`src/rtl/serial_eq_pkg.sv`:
```
// Shared types and helpers for the bit-serial equality comparator.
// Optional build macro used by this block: SERIAL_EQ_EARLY_EXIT_EN.
package serial_eq_pkg;

  typedef enum logic [1:0] {
    IDLE  = 2'b00,
    SHIFT = 2'b01,
    DONE  = 2'b10
  } state_e;

  // Width of a bit index into an n-bit word; never narrower than one bit.
  function automatic int idx_w(input int n);
    return (n > 1) ? $clog2(n) : 1;
  endfunction

endpackage

```
`src/rtl/serial_eq_cmp_if.sv`:
```
// Start/ready operand handshake and result bus of serial_eq_cmp.
interface serial_eq_cmp_if import serial_eq_pkg::*; #(
  parameter int N     = 8,
  parameter int IDX_W = idx_w(N)
);
  logic             start;
  logic [N-1:0]     a;
  logic [N-1:0]     b;
  logic             ready;
  logic             busy;
  logic             done;
  logic             eq;
  logic [IDX_W-1:0] mismatch_idx;

  modport master (
    output start, a, b,
    input  ready, busy, done, eq, mismatch_idx
  );

  modport slave (
    input  start, a, b,
    output ready, busy, done, eq, mismatch_idx
  );
endinterface

```
`src/rtl/serial_eq_cmp_bit_eq.sv`:
```
// 1-bit XNOR equality cell: s is high when a and b match.
module bit_eq (
  output logic s,
  input  logic a,
  input  logic b
);
  xnor u_xnor (s, a, b);
endmodule

```
`src/rtl/serial_eq_cmp.sv`:
```
// Bit-serial MSB-first word equality comparator built around a single bit_eq cell.
// Define SERIAL_EQ_EARLY_EXIT_EN to finish on the first differing bit.
module serial_eq_cmp import serial_eq_pkg::*; #(
  parameter int N     = 8,
  parameter int IDX_W = idx_w(N)
) (
  input logic            clk,
  input logic            reset,
  serial_eq_cmp_if.slave bus
);

  localparam logic [IDX_W-1:0] LAST = IDX_W'(N - 1);

  state_e           state_q, state_d;
  logic [N-1:0]     sa_q, sa_d;
  logic [N-1:0]     sb_q, sb_d;
  logic [IDX_W-1:0] cnt_q, cnt_d;
  logic             acc_q, acc_d;
  logic             found_q, found_d;
  logic             eq_q, eq_d;
  logic [IDX_W-1:0] idx_q, idx_d;
  logic             bit_s;

  bit_eq u_bit_eq (
    .s (bit_s),
    .a (sa_q[N-1]),
    .b (sb_q[N-1])
  );

  always_ff @(posedge clk or posedge reset) begin
    if (reset) begin
      state_q <= IDLE;
      sa_q    <= '0;
      sb_q    <= '0;
      cnt_q   <= '0;
      acc_q   <= 1'b1;
      found_q <= 1'b0;
      eq_q    <= 1'b1;
      idx_q   <= '0;
    end else begin
      state_q <= state_d;
      sa_q    <= sa_d;
      sb_q    <= sb_d;
      cnt_q   <= cnt_d;
      acc_q   <= acc_d;
      found_q <= found_d;
      eq_q    <= eq_d;
      idx_q   <= idx_d;
    end
  end

  always_comb begin
    state_d = state_q;
    sa_d    = sa_q;
    sb_d    = sb_q;
    cnt_d   = cnt_q;
    acc_d   = acc_q;
    found_d = found_q;
    eq_d    = eq_q;
    idx_d   = idx_q;
    unique case (state_q)
      IDLE: begin
        if (bus.start) begin
          sa_d    = bus.a;
          sb_d    = bus.b;
          cnt_d   = '0;
          acc_d   = 1'b1;
          found_d = 1'b0;
          eq_d    = 1'b1;
          idx_d   = '0;
          state_d = SHIFT;
        end
      end
      SHIFT: begin
        acc_d = acc_q & bit_s;
        // Only the first mismatch seen MSB-first is recorded.
        if (!bit_s && !found_q) begin
          idx_d   = LAST - cnt_q;
          found_d = 1'b1;
        end
        sa_d  = {sa_q[N-2:0], 1'b0};
        sb_d  = {sb_q[N-2:0], 1'b0};
        cnt_d = cnt_q + 1'b1;
        if (cnt_q == LAST) begin
          eq_d    = acc_q & bit_s;
          cnt_d   = '0;
          state_d = DONE;
        end
`ifdef SERIAL_EQ_EARLY_EXIT_EN
        if (!bit_s) begin
          eq_d    = 1'b0;
          cnt_d   = '0;
          state_d = DONE;
        end
`else
`endif
      end
      DONE:    state_d = IDLE;
      default: state_d = IDLE;
    endcase
  end

  // Status flags decode straight from the state flops, so no input reaches an output.
  always_comb begin
    bus.ready        = (state_q == IDLE);
    bus.busy         = (state_q == SHIFT);
    bus.done         = (state_q == DONE);
    bus.eq           = eq_q;
    bus.mismatch_idx = idx_q;
  end

endmodule

```
`src/flat_wrapper.sv`:
```
// flat-port wrapper written by rule: the top's interface ports become plain ports
module serial_eq_cmp_flat import serial_eq_pkg::*;
#(
  parameter int N     = 8,
  parameter int IDX_W = idx_w(N)
)
  (clk, reset, bus_start, bus_a, bus_b, bus_ready, bus_busy, bus_done, bus_eq, bus_mismatch_idx);
  serial_eq_cmp_if #(.N(N), .IDX_W(IDX_W)) bus_i ();
  input logic clk;
  input logic reset;
  input wire logic [$bits(bus_i.start)-1:0] bus_start;
  input wire logic [$bits(bus_i.a)-1:0] bus_a;
  input wire logic [$bits(bus_i.b)-1:0] bus_b;
  output wire logic [$bits(bus_i.ready)-1:0] bus_ready;
  output wire logic [$bits(bus_i.busy)-1:0] bus_busy;
  output wire logic [$bits(bus_i.done)-1:0] bus_done;
  output wire logic [$bits(bus_i.eq)-1:0] bus_eq;
  output wire logic [$bits(bus_i.mismatch_idx)-1:0] bus_mismatch_idx;
  assign bus_i.start = bus_start;
  assign bus_i.a = bus_a;
  assign bus_i.b = bus_b;
  assign bus_ready = bus_i.ready;
  assign bus_busy = bus_i.busy;
  assign bus_done = bus_i.done;
  assign bus_eq = bus_i.eq;
  assign bus_mismatch_idx = bus_i.mismatch_idx;
  serial_eq_cmp #(.N(N), .IDX_W(IDX_W)) u_core (.clk(clk), .reset(reset), .bus(bus_i));
endmodule
```
`config.mk`:
```
export PLATFORM = sky130hd
export DESIGN_NAME = serial_eq_cmp_flat
export DESIGN_NICKNAME = d
export VERILOG_FILES = /design/src/rtl/serial_eq_pkg.sv /design/src/rtl/serial_eq_cmp_if.sv /design/src/rtl/serial_eq_cmp_bit_eq.sv /design/src/rtl/serial_eq_cmp.sv /design/src/flat_wrapper.sv
export SDC_FILE = /design/constraint.sdc
export NUM_CORES = 1
export LEC_CHECK = 0
export CAP_MARGIN = 20
export CORE_MARGIN = 3
export CORE_UTILIZATION = 54
export CTS_CLUSTER_SIZE = 10
export DETAILED_ROUTE_END_ITERATION = 7
export DONT_BUFFER_PORTS = 1
export PLACE_DENSITY = 0.79
export SYNTH_ARGS = -nofsm -noshare
export SYNTH_HDL_FRONTEND = slang
export SYNTH_SLANG_ARGS = --single-unit
```
`constraint.sdc`:
```
create_clock -name clk -period 1.35 [get_ports clk]
set_input_delay 0.135 -clock clk [delete_from_list [all_inputs] [get_ports clk]]
set_output_delay 0.135 -clock clk [all_outputs]
set_load 0.05 [all_outputs]
```
==> results.sh <==
export IMPL_power_density_nw_per_um2=2354
export IMPL_synth_top_cell_by_area="dfrtp_1"
export IMPL_initial_core_util_pct=58.42
export IMPL_routed_wl_um=2780
export IMPL_status="finished, violations left"
export IMPL_seq_area_um2=679.4
export IMPL_crit_buf_inv=0
export IMPL_cts_root_buf="clkbuf_4"
export IMPL_core_area_um2=2022
export IMPL_syn_area_um2=1181
export IMPL_yosysUniqueCellTypes=21
export IMPL_worst_pin_slew_ns=0.3340
export IMPL_drt_met1_wl_um=1182
export IMPL_post_route_util_pct=74.94
export IMPL_worstPathArrival_ns=1.60
export IMPL_period_minus_slack_ns=1.390
export IMPL_mostFrequentLayoutCells="dfrtp_1 (24), o21ai_0 (20), nand2_1 (17)"
export IMPL_startpoint_type="flip-flop"
export IMPL_ant_nets=0
export IMPL_postLayoutCellArea_um2=1515
export IMPL_diodes=0
export IMPL_fin_crit_sh_pct=103.0
export IMPL_final_common_cell="dfrtp_1"
export IMPL_cpPeakStageDelay_ns=0.46
export IMPL_nNetsFinal=158
export IMPL_setup_viol=4
export IMPL_wl_met2_um=1319
export IMPL_synth_top_family_by_area="compound AO/OA/AOI/OAI gates"
export IMPL_avgSynthCellArea_um2=10.45
export IMPL_vias=1003
export IMPL_io_pins=26
export IMPL_worstPathMaxFanout=4
export IMPL_place_area_um2=1296
export IMPL_rr_startpoint="u_core.state_q[1]"
export IMPL_grt_max_degree=28
export IMPL_pre_cts_slack_ns=0.005337
export IMPL_first_global_vias=891
export IMPL_fillers=128
export IMPL_drive_above_1_share_pct=25.00
export IMPL_worst_hold_startpoint="bus_start"
export IMPL_yosysWarnings=0
export IMPL_grt_total_usage_pct=19.87
export IMPL_synth_seq_cells=27
export IMPL_synth_simple_area_share_pct=10.28
export IMPL_skew_ns=0.003376
export IMPL_gp_congestion=0.7813
export IMPL_clk_latency_ns=0.31
export IMPL_area_growth_synth_to_final_pct=28.28
export IMPL_min_to="u_core.acc_q"
export IMPL_synth_xor_area_share_pct=0.7415
export IMPL_hp_class="in -> reg"
export IMPL_drv_slew=0
export IMPL_failed_checks="negative setup slack"
export IMPL_crit_family="simple AND/OR/NAND/NOR gates"
export IMPL_first_pass_iters=4
export IMPL_postSynthCellCount=113
export IMPL_antenna_found_initial=0
export IMPL_numCtsBuffers=3
export IMPL_rsz0062_at_grt="true"
export IMPL_drc=0
export IMPL_seq_area_frac_synth_pct=57.42
export IMPL_grt_overflow=0
export IMPL_fin_ws_ns=-0.04034
export IMPL_clkTransAtPathRegs_ns=0.14
export IMPL_vdd_drop_max_uv=1475
export IMPL_reg2reg_slack_ns=-0.04
export IMPL_num_rows=16
export IMPL_hold_depth=2
export IMPL_finalHoldViolations=0
export IMPL_grt_pass1_wl_um=4022
export IMPL_die_w_um=52.77
export IMPL_synth_mux_area_share_pct=2.542
export IMPL_route_met3_wl_um=249
export IMPL_max_cap_violations=0
export IMPL_worstReg2RegEnd="u_core.bus.mismatch_idx[1]"
export IMPL_wl_per_cell_um=17.06
export IMPL_power_leakage_nw=0.6894
export IMPL_cts_tree="built"
export IMPL_cts_sinks=27
export IMPL_syn_nets=134
export IMPL_synth_area_top_cells="dfrtp_1 (53%), a22oi_1 (8.9%), o21ai_0 (8.5%), nand2_1 (5.4%), dfstp_2 (4.4%)"
export IMPL_slowest_stage="dfrtp_1"
export IMPL_r2r_cells=3
export IMPL_fmax_ghz=0.7192
export IMPL_end_kind="flip-flop"
export IMPL_dpl_hpwl_um=1542
export IMPL_fp_dieH_um=52.77
export IMPL_dr_first_iter_drc_count=37
export IMPL_yosys_area_share_adder_pct=2.119
export IMPL_crit_type="reg -> reg"
export IMPL_top_layer_used="met4"
export IMPL_multi_input_area_um2=484.2
export IMPL_die_area_um2=2785
export IMPL_vias_per_cell=6.153
export IMPL_crit_required_ns=1.56
export IMPL_worstPathCellList="and2b_4 > or3b_4 > mux2i_1"
export IMPL_htreeDepth=1
export IMPL_clk_path_buf_depth=2
export IMPL_synth_compound_area_share_pct=23.73
export IMPL_max_slew_margin_rel_pct=77.73
export IMPL_synth_top_cell_area_share_pct=52.97
export IMPL_portBuffers=0
==> cell usage after synthesis, drive strengths merged <==
library cell and n:
a22oi 14, dfrtp 25, nor2b 1, nand2 17, or3b 1, nand2b 2
ha 2, dfstp 2, a2bb2oi 1, a22o 5, inv 2, xnor2 1
and2 1, clkbuf 4, a21oi 3, o21ai 20, buf 3, o21bai 1
and2b 1, nor2 4, mux2i 3
==> state kept, by name, indices dropped and copies added (netlist names) <==
register	flops
u_core.cnt_q	3
u_core.state_q	2
u_core.bus.mismatch_idx	3
u_core.acc_q	1
u_core.bus.eq	1
u_core.sb_q	8
u_core.found_q	1
u_core.sa_q	8
==> what timing repair did <==
action,CTS,global route
hold buffers,3,0
cloned,1,1
buffers inserted,3,5
endpoints found under the hold margin,27,0
setup endpoints to repair,5,21
pin swaps,0,2
resized for setup,5,9
==> report_power, final <==
part / switching [mW] / leakage [nW] / internal (mW) / total (mW)
Combinational: 0.980 / 0.335 / 0.856 / 1.84
Sequential: 0.224 / 0.339 / 1.16 / 1.39
Clock: 0.227 / 0.0150 / 0.115 / 0.343
Total: 1.43 / 0.689 / 2.14 / 3.57
==> area by class of cell <==
class | count | share of cell area, %
Sequential cell | 27 | 44.84
Multi-Input combinational cell | 77 | 31.96
Timing Repair Buffer | 26 | 18.74
Tap cell | 27 | 2.230
Clock buffer | 4 | 1.734
Inverter | 2 | 0.4955
==> worst max path at each step <==
| stage | cells past startpoint | start | slack [ns] | to |
|---|---|---|---|---|
| after floorplan | 3 | u_core.state_q[0] | -0.21 | bus_done |
| after global placement | 3 | u_core.state_q[1] | 0.05 | u_core.bus.mismatch_idx[0] |
| after detailed placement | 3 | u_core.state_q[1] | 0.005 | u_core.bus.mismatch_idx[1] |
| after CTS | 3 | u_core.state_q[1] | -0.02 | u_core.bus.mismatch_idx[1] |
| after global routing | 3 | u_core.state_q[1] | -0.10 | u_core.bus.mismatch_idx[1] |
| final | 3 | u_core.state_q[1] | -0.04 | u_core.bus.mismatch_idx[1] |
==> logic make-up (layout without fill, tap and decap cells) <==
kind of cell | after synthesis | in the layout
AOI/OAI and AO/OA | 44 | 44
DFF | 27 | 27
and+or+nand+nor | 27 | 27
buffers and inverters | 9 | 32
muxes | 3 | 3
adders and majority gates | 2 | 2
xor gates and xnor gates | 1 | 1
==> worst reg2reg max path, stage by stage (launching register included) <==
cell and delay (ns):
dfrtp_1 0.46, and2b_4 0.28, or3b_4 0.41, mux2i_1 0.14
==> metal layers <==
layer / global-route usage [%] / vias up
li1: - / 451
met5: 0 / -
met2: 30.58 / 53
met1: 27.46 / 493
met4: 8.085 / 0
met3: 3.704 / 6
==> stage by stage <==
step	TNS, ns	std cells	power [mW]	hold slack [ns]
2_1_floorplan	-1.006	113	2.426	0.1862
3_3_place_gp	0	146	2.788	0.09527
3_5_place_dp	0	146	2.858	0.1022
4_1_cts	-0.03755	157	3.286	0.008073
5_1_grt	-1.206	163	3.778	0.02561
6_report	-0.1358	163	3.567	0.006921
Power figures use the tool's default switching activity.
